## src/rtl/expr_stream_gen_pkg.sv

```systemverilog
// Shared constants for the expression stream generator and checker.
// ASCII codes and FSM state encodings.
package expr_stream_gen_pkg;

  localparam logic [7:0] CH_ZERO = 8'h30;
  localparam logic [7:0] CH_PLUS = 8'h2B;
  localparam logic [7:0] CH_STAR = 8'h2A;

  typedef enum logic [1:0] {
    IDLE  = 2'b00,
    DIGIT = 2'b01,
    OP    = 2'b10,
    DONE  = 2'b11
  } state_t;

endpackage

```

## src/rtl/expr_stream_gen_enc.sv

```systemverilog
// Character encoder: maps state plus selected digit/op to ASCII.
// Idle and done states produce 8'h00.
module expr_char_enc
  import expr_stream_gen_pkg::*;
(
  input  state_t     state,
  input  logic [3:0] dig,
  input  logic       op,
  output logic [7:0] ch
);

  // pick the character for the current beat
  always_comb begin
    ch = '0;
    unique case (state)
      DIGIT:   ch = CH_ZERO + {4'b0000, dig};
      OP:      ch = op ? CH_STAR : CH_PLUS;
      default: ch = '0;
    endcase
  end

endmodule

```

## src/rtl/expr_stream_gen.sv

```systemverilog
// Expression stream generator: emits digit (op digit)* as ASCII.
// Valid/ready output; all outputs come from registered state.
module expr_stream_gen
  import expr_stream_gen_pkg::*;
#(
  parameter int MAX_OPND = 8,
  parameter int CW       = 4
) (
  input  logic                  clk,
  input  logic                  clr,
  input  logic                  start,
  input  logic [CW-1:0]         count,
  input  logic [4*MAX_OPND-1:0] digits,
  input  logic [MAX_OPND-2:0]   ops,
  input  logic                  ready,
  output logic [7:0]            out,
  output logic                  out_valid,
  output logic                  busy,
  output logic                  done,
  output logic                  err
);

  state_t                state;
  state_t                state_n;
  logic [CW-1:0]         idx;
  logic [CW-1:0]         idx_n;
  logic [CW-1:0]         cnt_q;
  logic [4*MAX_OPND-1:0] dig_q;
  logic [MAX_OPND-2:0]   ops_q;
  logic                  err_q;
  logic                  err_n;
  logic                  load;
  logic                  ok;
  logic [3:0]            dig_sel;
  logic                  op_sel;

  // a start is legal when count is in range and used digits are BCD
  always_comb begin
    ok = (count != '0) && (count <= CW'(MAX_OPND));
    for (int i = 0; i < MAX_OPND; i++) begin
      if (CW'(i) < count && digits[4*i +: 4] > 4'd9) begin
        ok = 1'b0;
      end
    end
  end

  // next state, index step, load and reject decisions
  always_comb begin
    state_n = state;
    idx_n   = idx;
    load    = 1'b0;
    err_n   = 1'b0;
    unique case (state)
      IDLE: begin
        if (start) begin
          if (ok) begin
            load    = 1'b1;
            idx_n   = '0;
            state_n = DIGIT;
          end else begin
            err_n = 1'b1;
          end
        end
      end
      DIGIT: begin
        if (ready) begin
          if (idx == cnt_q - CW'(1)) state_n = DONE;
          else state_n = OP;
        end
      end
      OP: begin
        if (ready) begin
          idx_n   = idx + CW'(1);
          state_n = DIGIT;
        end
      end
      DONE:    state_n = IDLE;
      default: state_n = IDLE;
    endcase
  end

  // state and index registers
  always_ff @(posedge clk or posedge clr) begin
    if (clr) begin
      state <= IDLE;
      idx   <= '0;
    end else begin
      state <= state_n;
      idx   <= idx_n;
    end
  end

  // expression latch, written only on an accepted start
  always_ff @(posedge clk or posedge clr) begin
    if (clr) begin
      cnt_q <= '0;
      dig_q <= '0;
      ops_q <= '0;
    end else if (load) begin
      cnt_q <= count;
      dig_q <= digits;
      ops_q <= ops;
    end
  end

  // registered reject pulse
  always_ff @(posedge clk or posedge clr) begin
    if (clr) err_q <= 1'b0;
    else err_q <= err_n;
  end

  // select the operand and operator at idx
  always_comb begin
    dig_sel = '0;
    op_sel  = 1'b0;
    for (int i = 0; i < MAX_OPND; i++) begin
      if (idx == CW'(i)) dig_sel = dig_q[4*i +: 4];
    end
    for (int i = 0; i < MAX_OPND - 1; i++) begin
      if (idx == CW'(i)) op_sel = ops_q[i];
    end
  end

  expr_char_enc u_enc (
    .state (state),
    .dig   (dig_sel),
    .op    (op_sel),
    .ch    (out)
  );

  assign out_valid = (state == DIGIT) || (state == OP);
  assign busy      = (state != IDLE);
  assign done      = (state == DONE);
  assign err       = err_q;

endmodule

```

## config.mk

```make
export PLATFORM = sky130hd
export DESIGN_NAME = expr_stream_gen
export DESIGN_NICKNAME = d
export VERILOG_FILES = /design/src/rtl/expr_stream_gen_pkg.sv /design/src/rtl/expr_stream_gen_enc.sv /design/src/rtl/expr_stream_gen.sv
export SDC_FILE = /design/constraint.sdc
export NUM_CORES = 1
export LEC_CHECK = 0
export CAP_MARGIN = 0
export CELL_PAD_IN_SITES_DETAIL_PLACEMENT = 0
export CELL_PAD_IN_SITES_GLOBAL_PLACEMENT = 1
export CORE_ASPECT_RATIO = 1.4
export CORE_MARGIN = 2
export CORE_UTILIZATION = 29
export CTS_CLUSTER_DIAMETER = 30
export DETAILED_ROUTE_END_ITERATION = 16
export MAX_ROUTING_LAYER = met4
export PLACE_DENSITY = 0.67
export SLEW_MARGIN = 15
export SYNTH_ARGS = -nofsm -noshare
export SYNTH_HDL_FRONTEND = slang
export SYNTH_SLANG_ARGS = --single-unit
```

## constraint.sdc

```tcl
create_clock -name clk -period 3.25 [get_ports clk]
set_input_delay 0.975 -clock clk [delete_from_list [all_inputs] [get_ports clk]]
set_output_delay 0.975 -clock clk [all_outputs]
set_load 0.03 [all_outputs]
```

Word-level counts from Yosys, hierarchy flattened
Cells that the tools add are included.
- register bits: 50
- word-level logic and storage cells: 99
- memory bits (writable): 0
- bits of input ports: 47
- memories kept: 0
- memory bits (read-only): 0
- output and inout port bits: 12
- bits in latches: 0
- reduce and logical (&&, ||, !) cells: 17
- shift-type cells: 0
- add/subtract/negate cells: 3
- equal/unequal tests: 15
- multiply operators: 0
- magnitude comparators: 17
- mux-type cells: 41
- bitwise logic cells: 0
- divide/modulo/power cells: 0
- operator list (kind ; number):
    $mux W4 ; 11
    $gt A4 B4 Y1 const B ; 8
    $mux W1 ; 23
    $eq A4 B3 Y1 const B ; 4
    $lt A3 B4 Y1 const A ; 4
    $pmux W8 S2 ; 1
    $logic_and A1 B1 Y1 ; 9
    $eq A4 B2 Y1 const B ; 2
    $lt A1 B4 Y1 const A ; 2
    $lt A2 B4 Y1 const A ; 2
    $mux W2 ; 4
    $ne A2 B2 Y1 const B ; 4
    $pmux W2 S4 ; 1
    $pmux W4 S2 ; 1
    $reduce_and A4 Y1 ; 2
    $add A6 B4 Y7 const A ; 1
    $add A4 B1 Y4 const B ; 1
    $eq A2 B2 Y1 const B ; 2
    $eq A4 B1 Y1 const B ; 1
    $eq A4 B4 Y1 ; 1
    $le A4 B4 Y1 const B ; 1
    $logic_not A4 Y1 ; 1
    $reduce_bool A2 Y1 ; 2
    $reduce_bool A4 Y1 ; 1
    4 further kinds ; 4

Longest topological paths before layout
Gate-level depths: netlist of run 1.
- word-level depth: 13
- depth in mapped cells: 8
- mapped depth without buffers: 7

Hierarchy
A second synthesis of run 1 with hierarchy kept.
- cells, all modules: 252
- area total of the unflattened synthesis: 2827.7 um2
- by module, submodules not included (module ; cells an instance ; area each (um2) ; times used):
    expr_stream_gen ; 235 ; 2717.6 ; 1
    expr_char_enc ; 17 ; 110.1 ; 1

Worst setup path after synthesis of run 1
Ideal clock, no wire load.
- kind: register to output
- start: register idx[0]
- end: output out[2]
- required time: 2275 ps
- slack: 275 ps
- stages on the path, launching flop included: 6
- data arrival time: 2000 ps
- cells stage by stage: dfrtp_1 -> ha_1 -> clkbuf_1 -> clkbuf_1 -> nand2_1 -> o32ai_1
- longest elaborated chain between the ends: 11
- elaborated cells between the ends (all ways): 18
- those cells by class: 1 x add/sub; 7 x eq/ne; 9 x mux; 1 x reduce/logical
- RTL lines (item ; line ; text):
    start: declaration ; expr_stream_gen.sv:25 ; logic [CW-1:0] idx;
    start signal: assignment ; expr_stream_gen.sv:89 ; idx <= idx_n;
    $logic_not A4 Y1 ; expr_stream_gen.sv:117 ; if (idx == CW'(i)) dig_sel = dig_q[4*i +: 4];
    $mux W4 (7 in series) ; expr_stream_gen.sv:117 ;
    $mux W4 (*) ; expr_stream_gen.sv:117 ;
    $add A6 B4 Y7 (*) ; expr_stream_gen_enc.sv:16 ; DIGIT: ch = CH_ZERO + {4'b0000, dig};
    $pmux W8 S2 (*) ; expr_stream_gen_enc.sv:15 ; unique case (state)
    end: declaration ; expr_stream_gen.sv:16 ; output logic [7:0] out,
Every way passes the cells marked *; elsewhere a longest branch is shown, timed or not.

Worst setup path after layout of run 1
- start: register idx[1]
- end: output out[0]
- longest elaborated chain between the ends: 11
- elaborated cells between the ends (all ways): 26
- those cells by class: 1 x add/sub; 7 x eq/ne; 17 x mux; 1 x reduce/logical
- RTL lines (item ; line):
    $logic_not A4 Y1 ; expr_stream_gen.sv:117, expr_stream_gen.sv:120
    $mux W4 (8 in series) ; expr_stream_gen.sv:117
    $add A6 B4 Y7 ; expr_stream_gen_enc.sv:16
    $pmux W8 S2 (*) ; expr_stream_gen_enc.sv:15
Marks and branches as above.

==> results of run 1 <==
[metrics by stage]
step / power, mW / setup TNS (ps) / cell area (sq um)
floorplan: 2.04 / 0 / 3090
global placement: 2.60 / -68.7 / 3920
detailed placement: 2.61 / -103 / 3920
CTS: 3.24 / -43.1 / 4100
global route: 3.52 / -7.14 / 4180
finish: 3.32 / 0 / 4180
[kinds of logic (layout without fill, tap and decap cells)]
family                   Yosys count  after routing
flip-flops                        50             50
adder cells (fa/ha/maj)            9              9
buffers and inverters             36            104
AND/OR/NAND/NOR                   60             60
AO/OA/AOI/OAI                     70             70
XOR/XNOR                           6              6
other                              1              2
multiplexers                      44             44
[layout by cell type (no fill, tap or decap), types with 4 or more instances in the layout]
cell type	instances
buf_12	4
clkdlybuf4s50_1	52
dfrtp_1	49
ha_1	5
a21oi_1	6
nor3_1	7
inv_1	14
buf_4	20
ha_4	4
xnor2_1	4
mux2_4	40
nor2b_1	5
nor2_1	18
o21ai_0	16
and3b_1	4
clkbuf_16	5
nand2_1	14
[cell type report]
type / instances / share of cell area (%)
clock buffers: 7 / 3.17
clock inverters: 1 / 0.719
inverters: 17 / 1.59
multi-input cells: 191 / 41.8
flip-flops and latches: 50 / 30.0
well taps: 138 / 4.13
repair buffers: 79 / 18.6
[synthesized netlist by cell type (all sizes together), types with 4 or more instances]
master / count
nor3: 7
nor2b: 6
a221oi: 5
mux2: 43
xnor2: 4
a21boi: 4
buf: 9
o21ai: 17
a21oi: 7
a211oi: 4
nor2: 18
ha: 9
and3b: 4
dfrtp: 50
clkbuf: 10
nand2: 14
inv: 17
[path summary, 6_finish.rpt]
check,from,endpoint,cells past startpoint
max,idx[1],out[0],8
max in group asynchronous,clr,cnt_q[2],3
min reg2reg,dig_q[30],dig_q[30],1
min in group asynchronous,clr,dig_q[4],2
max reg2reg,state[0],idx[3],8
min,dig_q[30],dig_q[30],1
[worst reg2reg max path: cells and delay by family, from the launching register on]
family / cells / cell delay, ps
buffers and inverters: 3 / 400
and+or+nand+nor: 1 / 250
AOI/OAI and AO/OA: 3 / 670
adders and majority gates: 1 / 190
DFF: 1 / 400
[sequential cells by signal (all words and copies together), names as in the netlist]
signal,cells
ops_q,7
cnt_q,4
state,2
idx,4
err,1
dig_q,32
[metal layers]
layer  track usage, %  vias up  wire, um
met5                -        -         0
met4             6.42        0       252
met3             1.97       16       302
met2             26.8       62      4250
met1             18.2     1162      3540
li1                 -     1137         -
[timing repair]
action	in CTS	in global routing
gates resized for setup	13	18
setup buffers	1	0
hold buffers	0	0
setup endpoints to repair	4	4
pin swaps	2	3
[power by group]
part	switching, mW	internal [mW]
combinational	0.826	0.874
clock	0.224	0.364
sequential	0.192	0.837
==> flow_summary_export.csv, run 1 <==
group,metric,value,unit
logic_synthesis,synth.cell_area,3090,sq um
detailed_routing,dr.pass1.iters,4,
floorplan,die_y,126,um
timing,hold_viol,0,
setup_path,slowest_stage,"mux4_2",
logic_synthesis,synth_top_cell_by_area,"dfrtp_1",
global_route,grt_pass1_vias,2603,
setup_path,worstSetupPathType,"reg -> out",
global_route,gr-total-overflow,0,
clock_network,cts_buffer_depth,2,
global_route,track_usage,15.6,%
final_layout,diodes,0,
logic_synthesis,synth-xor-area-share,1.70,%
place,port_buffers,56,
final_layout,drive_above_1_share,28.4,%
clock_network,clkTransAtPathRegs,60,ps
logic_synthesis,synth-simple-area-share,10.0,%
logic_synthesis,synth.avg_cell_area,11.2,sq um
setup_path,cp_max_fo,6,
setup_path,cp.required,2270,ps
logic_synthesis,synth_area_leaders,"dfrtp_1 (41%), mux2_4 (19%), ha_1 (3.6%), o21ai_0 (2.6%), nor2_1 (2.2%)",
setup_path,crit_family,"multiplexers",
clock_network,insertion_delay,290,ps
worst_hold_path,hold_path_class,"reg -> reg",
global_route,antenna_found_initial,0,
logic_synthesis,ys_seq_elements,50,
logic_synthesis,yosys_most_used_dff,"dfrtp_1",
timing,skew,2.50,ps
floorplan,fp-row-count,44,
floorplan,die-area,11500,sq um
place,dp_hpwl,6.70,mm
detailed_routing,via_count,2377,
logic_synthesis,synth_top_area_share,40.5,%
final_layout,fin_cells,483,
place,place_ws,-103,ps
setup_path,r2r_slack,1260,ps
final_layout,multi_input_area,1750,sq um
place,gp_congestion,0.916,
timing,timing.hold.ws,518,ps
outcome,outcome,"completed",
global_route,grt_pass1_wl,13.5,mm
logic_synthesis,synthArstFlopShare,100,%
setup_path,path_buf_inv,2,
logic_synthesis,synth_compound_area_share,16.8,%
setup_path,critPathMaxStageDelay,460,ps
final_layout,nets,400,
logic_synthesis,ys_types,55,
global_route,grt_max_degree,31,
logic_synthesis,synth_top_family_by_area,"multiplexers",
setup_path,end_kind,"output pin",
clock_network,clockRootBuffer,"clkbuf_16",
final_layout,final_util,40.4,%
timing,rsz0062_at_grt,"true",
logic_synthesis,ys_warn_count,0,
clock_network,cts_tree,"yes",
floorplan,die_w,91.2,um
power_and_ir_drop,leakage,1.93,nW
floorplan,io_pins,59,
logic_synthesis,syn_inst,276,
clock_network,htreeDepth,2,
final_layout,areaGrowthSynthToFinish,35.3,%
setup_path,cp_cell_sequence,"inv_2 -> ha_4 -> and3b_1 -> a21oi_1 -> o21ai_0 -> mux4_2 -> a21o_1 -> buf_2",
timing,post-route-period-util,97.9,%
clock_network,cts_buffers,5,
power_and_ir_drop,vdd_drop_max,289,uV
timing,clock.fmax,314,MHz
timing,slew_viol_final,0,
detailed_routing,drc_errors,0,
detailed_routing,routed_wirelength,8.35,mm
power_and_ir_drop,p_per_area,794,nW/um^2
final_layout,register_area,1250,sq um
detailed_routing,routedWlPerCell,17.3,um
timing,min_period,3180,ps
detailed_routing,drtAntennaViolNets,0,
flow_run,max_cap_violations,0,
setup_path,startpoint_type,"flip-flop",
setup_path,arrival,2210,ps
logic_synthesis,synth_mux_area_share,21.3,%
detailed_routing,via_per_inst,4.92,
timing,setup_ws,67.3,ps
logic_synthesis,synth_edf_count,0,
timing,finalSetupViolations,0,
floorplan,initial_core_util,29.8,%
logic_synthesis,synth_fa_ha_area_share,3.65,%
final_layout,fill_cells,1033,
logic_synthesis,seq_area_frac_synth,40.5,%
place,dp_cells,474,
detailed_routing,drtIter0Drc,95,
floorplan,core,10300,sq um
clock_network,cts_sinks,50,
No activity file was read; power rests on OpenSTA's default activity.
==> inputs of run 2 (changes only) <==
--- a/config.mk
+++ b/config.mk
@@ -19,3 +19,4 @@
 export SYNTH_ARGS = -nofsm -noshare
 export SYNTH_HDL_FRONTEND = slang
 export SYNTH_SLANG_ARGS = --single-unit
+export TNS_END_PERCENT = 100
==> constraint.sdc (replaced) <==
create_clock -name clk -period 3.19 [get_ports clk]
set_input_delay 0.957 -clock clk [delete_from_list [all_inputs] [get_ports clk]]
set_output_delay 0.957 -clock clk [all_outputs]
set_load 0.03 [all_outputs]
==> run 2 against run 1 <==
Net effect:
- register-to-register slack worse by 80 ps
- clock power down 2%
- utilization is 1.2 points higher
- clock skew increased by 1.5 ps
- worst hold slack got worse by 5.1 ps
- critical path type unchanged
- highest routed layer unchanged
- flip-flop and latch count did not move
- first-iteration DRC count is 9.5% higher
- combinational power grew 13%
==> flow_summary_export.csv, run 2 (synthesis gave the netlist of run 1 again) <==
group,metric,value,unit
timing,slew_viol_final,0,
final_layout,fin_area,4300,sq um
detailed_routing,drtAntennaViolNets,0,
floorplan,die-area,11500,sq um
clock_network,cts_sinks,50,
final_layout,areaGrowthSynthToFinish,39.3,%
detailed_routing,drc_errors,0,
detailed_routing,drtIter0Drc,104,
global_route,grt_max_degree,51,
floorplan,io_pins,59,
timing,worst_slew_margin_rel,58.1,%
global_route,grt_pass1_vias,2565,
final_layout,fin_cells,494,
final_layout,reg_top3,"dig_q x32, ops_q x7",
detailed_routing,dr.pass1.iters,6,
clock_network,htreeDepth,2,
timing,max_slew.worst_pin.slew,629,ps
clock_network,insertion_delay,290,ps
final_layout,layout_common_cells,"clkdlybuf4s50_1 (52), dfrtp_1 (49), mux2_4 (40), buf_4 (26), nor2_1 (15)",
floorplan,initial_core_util,29.8,%
final_layout,nets,411,
setup_path,startpoint_type,"flip-flop",
timing,finalSetupViolations,0,
global_route,track_usage,15.9,%
place,post_dp_cell_area,3910,sq um
setup_path,cp.required,2230,ps
place,dp_hpwl,6.39,mm
setup_path,worstSetupPathType,"reg -> out",
place,port_buffers,56,
outcome,outcome,"completed",
setup_path,arrival,2170,ps
power_and_ir_drop,vdd_drop_max,324,uV
setup_path,setup.worst_path.start,"idx[0]",
final_layout,regMostFlops,"dig_q",
power_and_ir_drop,leakage,2.00,nW
timing,skew,4.00,ps
timing,clock.fmax,320,MHz
final_layout,final_common_cell,"clkdlybuf4s50_1",
clock_network,clkTransAtPathRegs,70,ps
setup_path,end_kind,"output pin",
final_layout,diodes,0,
setup_path,r2r_slack,1180,ps
global_route,gr-total-overflow,0,
clock_network,cts_buffers,5,
floorplan,die_w,91.2,um
global_route,grt_pass1_wl,13.8,mm
final_layout,drive_above_1_share,32.9,%
setup_path,r2r_start,"state[0]",
global_route,antenna_found_initial,0,
setup_path,cp_max_fo,8,
detailed_routing,routedWlPerCell,17.0,um
clock_network,cts_buffer_depth,2,
timing,min_period,3130,ps
timing,post-route-period-util,98.0,%
flow_run,max_cap_violations,0,
timing,hold_viol,0,
place,gp_congestion,0.875,
place,dp_cells,477,
floorplan,fp-row-count,44,
clock_network,cts_tree,"yes",
detailed_routing,routed_wirelength,8.40,mm
final_layout,largest_reg_flops,32,
detailed_routing,via_count,2447,
worst_hold_path,worstHoldStart,"dig_q[11]",
final_layout,fill_cells,1030,
power_and_ir_drop,p_per_area,822,nW/um^2
floorplan,core,10300,sq um
floorplan,die_y,126,um
worst_hold_path,hold_path_class,"reg -> reg",
detailed_routing,via_per_inst,4.95,
clock_network,clockRootBuffer,"clkbuf_16",
timing,rsz0062_at_grt,"true",
## run 2: cell count changes in the layout (fill, tap and decap cells not counted), sizes merged
cell / previous run / this run
bufinv: 1 / 0
buf: 27 / 38
clkinv: 0 / 1
## run 2: worst paths after layout
check | to | cells after the start
worst min-delay path | dig_q[11] | 1
min in group asynchronous | dig_q[8] | 3
worst max register to register | idx[2] | 8
worst max-delay path | out[1] | 8
max in group asynchronous | idx[0] | 3
worst min register to register | dig_q[11] | 1
## run 2: critical path, cell delays in order, from the launching register on
cell      delay (ps)
dfrtp_2          450
buf_6            130
buf_4            150
ha_4             180
buf_6            140
a211o_1          300
a21boi_2         160
o221a_2          250
buf_12           120
## run 2: layer usage
metal	share of wire, %	vias up	routed length (um)	GRT usage, %
li1	-	1157	-	-
met1	43	1211	3580	18.8
met2	52	69	4360	27.3
met3	3.1	10	263	2.09
met4	2.3	0	195	6.06
met5	0	-	0	-
## run 2: repair_timing
action	4_1_cts	5_1_grt
setup endpoints to repair	4	4
pin swaps	5	14
hold buffers	0	0
cloned	1	0
resized for setup	26	24
setup buffers	5	3
## run 2: power breakdown
part / total, mW / switching [mW] / internal (mW)
Clock: 0.576 / 0.240 / 0.335
Combinational: 1.92 / 0.903 / 1.02
Sequential: 1.04 / 0.185 / 0.852
Total: 3.54 / 1.33 / 2.21
## run 2: per-stage QoR
stage	util, %	setup slack [ps]	TNS (ps)	hold WS, ps	total power [mW]
6_report	41.6	63.4	0	512	3.54
5_1_grt	41.6	-3.26	-3.26	526	3.75
4_1_cts	40.6	3.30	0	514	3.42
3_5_place_dp	37.8	-197	-197	495	2.68
3_3_place_gp	37.8	-113	-113	496	2.66
2_1_floorplan	-	233	0	474	2.08
## run 2: cell type report
type	instances	area, sq um	area share, %
Tap cell	138	173	4.01
Clock inverter	1	8.76	0.204
Multi-Input combinational cell	191	1770	41.2
Inverter	17	66.3	1.54
Sequential cell	50	1250	29.1
Timing Repair Buffer	90	875	20.3
Clock buffer	7	153	3.55
==> inputs of run 3 (changes only) <==
--- a/config.mk
+++ b/config.mk
@@ -11,11 +11,12 @@
 export CORE_ASPECT_RATIO = 1.4
 export CORE_MARGIN = 2
 export CORE_UTILIZATION = 29
+export CTS_BUF_LIST = sky130_fd_sc_hd__clkbuf_4
 export CTS_CLUSTER_DIAMETER = 30
 export DETAILED_ROUTE_END_ITERATION = 16
 export MAX_ROUTING_LAYER = met4
 export PLACE_DENSITY = 0.67
-export SLEW_MARGIN = 15
+export SLEW_MARGIN = 20
 export SYNTH_ARGS = -nofsm -noshare
 export SYNTH_HDL_FRONTEND = slang
 export SYNTH_SLANG_ARGS = --single-unit
==> run 3 against run 2 <==
Net effect:
- the flow now finishes with violations (negative setup slack)
- die area unchanged
- clock-buffer cell count fell by 2
- critical path depth is the same
- worst hold slack better by 17 ps
- first-iteration DRC count rose by 8.7%
- clock skew is 17 ps higher
- routed wire length increased by 2.4%
- sequential share of layout area is 0.20 points higher
- flip-flop and latch count did not move
- via count rose by 0.41%
- sequential power hardly changed
- critical path type unchanged
- largest cell class unchanged
==> flow_summary_export.csv, run 3 (synthesis gave the netlist of run 1 again) <==
group,metric,value,unit
setup_path,crit_top_cell,"buf_6",
floorplan,die_y,126,um
setup_path,critPathMaxStageDelay,480,ps
timing,worst_slew_margin_rel,58.0,%
outcome,outcome,"complete, but fails checks",
clock_network,clockRootBuffer,"clkbuf_4",
clock_network,cts_sinks,50,
timing,timing.hold.ws,529,ps
final_layout,layout_common_cells,"clkdlybuf4s50_1 (52), dfrtp_1 (49), mux2_4 (40), buf_4 (29), nor2_1 (16)",
timing,min_period,3250,ps
setup_path,r2r_slack,1170,ps
setup_path,arrival,2300,ps
power_and_ir_drop,p_per_area,786,nW/um^2
final_layout,areaGrowthSynthToFinish,38.3,%
floorplan,io_pins,59,
power_and_ir_drop,vdd_drop_max,347,uV
detailed_routing,drtIter0Drc,113,
timing,max_slew.worst_pin.slew,630,ps
final_layout,reg_top3,"dig_q x32, ops_q x7",
final_layout,final_common_cell,"clkdlybuf4s50_1",
global_route,top_usage_layer,"met2",
clock_network,cts_tree,"yes",
global_route,track_usage,16.0,%
setup_path,startpoint_type,"flip-flop",
detailed_routing,routed_wirelength,8.60,mm
timing,hold_viol,0,
place,gp_congestion,0.875,
detailed_routing,dr.pass1.iters,4,
final_layout,nets,416,
floorplan,die_w,91.2,um
global_route,grtUsageMet2,27.7,%
floorplan,core,10300,sq um
timing,rsz0062_at_grt,"true",
clock_network,htreeDepth,2,
setup_path,slowest_stage,"dfrtp_2",
timing,setup_ws,-63.8,ps
clock_network,insertion_delay,400,ps
setup_path,cp.required,2230,ps
worst_hold_path,hold_path_class,"reg -> reg",
final_layout,regMostFlops,"dig_q",
detailed_routing,drtAntennaViolNets,0,
floorplan,initial_core_util,29.8,%
floorplan,die-area,11500,sq um
floorplan,fp-row-count,44,
global_route,grt_pass1_vias,2575,
global_route,grt_use_met3,2.09,%
final_layout,largest_reg_flops,32,
place,place_ws,-197,ps
timing,slew_viol_final,0,
detailed_routing,via_count,2457,
timing,finalSetupViolations,3,
power_and_ir_drop,leakage,1.98,nW
flow_run,max_cap_violations,0,
setup_path,end_kind,"output pin",
setup_path,cp_cell_sequence,"buf_4 -> buf_6 -> ha_4 -> buf_6 -> a211o_1 -> a21boi_2 -> o221a_2 -> buf_6",
timing,skew,21.3,ps
global_route,grt_pass1_wl,14.0,mm
setup_path,cp_max_fo,8,
timing,clock.fmax,307,MHz
clock_network,clkTransAtPathRegs,150,ps
setup_path,worstSetupPathType,"reg -> out",
global_route,use_met1,19.3,%
final_layout,final_util,41.3,%
detailed_routing,via_per_inst,4.91,
clock_network,cts_buffers,5,
place,port_buffers,56,
global_route,antenna_found_initial,1,
detailed_routing,routedWlPerCell,17.2,um
timing,post-route-period-util,102,%
global_route,grt_max_degree,51,
clock_network,cts_buffer_depth,2,
global_route,gr-total-overflow,0,
outcome,violations,"negative setup slack",
final_layout,drive_above_1_share,33.8,%
clock_network,hold_buffers,0,
detailed_routing,drc_errors,0,
place,dp_hpwl,6.39,mm
## run 3: area by class of cell
type / instances / area [sq um]
diodes: 1 / 2.50
clock buffers: 5 / 37.5
fillers: 1028 / 6080
well taps: 138 / 173
repair buffers: 95 / 925
clock inverters: 3 / 16.3
flip-flops and latches: 50 / 1250
multi-input cells: 191 / 1800
inverters: 17 / 66.3
## run 3: worst max-delay path: cells and delay by family (launching register included)
kind	cells	cell delay, ps
flops	1	480
compound gates	3	710
buf+inv	4	550
fa+ha+maj	1	170
## run 3: report_power, final
| part | internal [mW] | switching [mW] | leakage [nW] |
|---|---|---|---|
| logic | 1.07 | 0.947 | 1.28 |
| clock network | 0.0829 | 0.218 | 0.0303 |
| registers | 0.849 | 0.187 | 0.665 |
## run 3: repair_timing
item,CTS,global route
pin swaps,19,6
setup endpoints to repair,4,4
gates resized for setup,43,11
buffers inserted,12,2
gates cloned,1,0
## run 3: final timing paths
kind | start | end | cells after the start
worst max-delay path | idx[0] | out[3] | 8
worst min-delay path | dig_q[11] | dig_q[11] | 1
worst max register to register | state[0] | idx[2] | 8
worst min register to register | dig_q[11] | dig_q[11] | 1
max in group asynchronous | clr | idx[0] | 3
min in group asynchronous | clr | err | 3
## run 3: through the flow
step	power, mW	instance area, sq um	TNS, ps	std cells
6_report	3.36	4270	-173	500
5_1_grt	3.55	4270	-417	500
3_5_place_dp	2.68	3910	-197	477
3_3_place_gp	2.66	3910	-113	477
2_1_floorplan	2.08	3090	0	277
4_1_cts	3.25	4190	-147	497
## run 3: per-layer routing
layer	vias to the layer above	share of wire, %
met4	0	1.3
met2	64	52
met3	5	3.3
li1	1172	-
met5	-	0
met1	1216	43
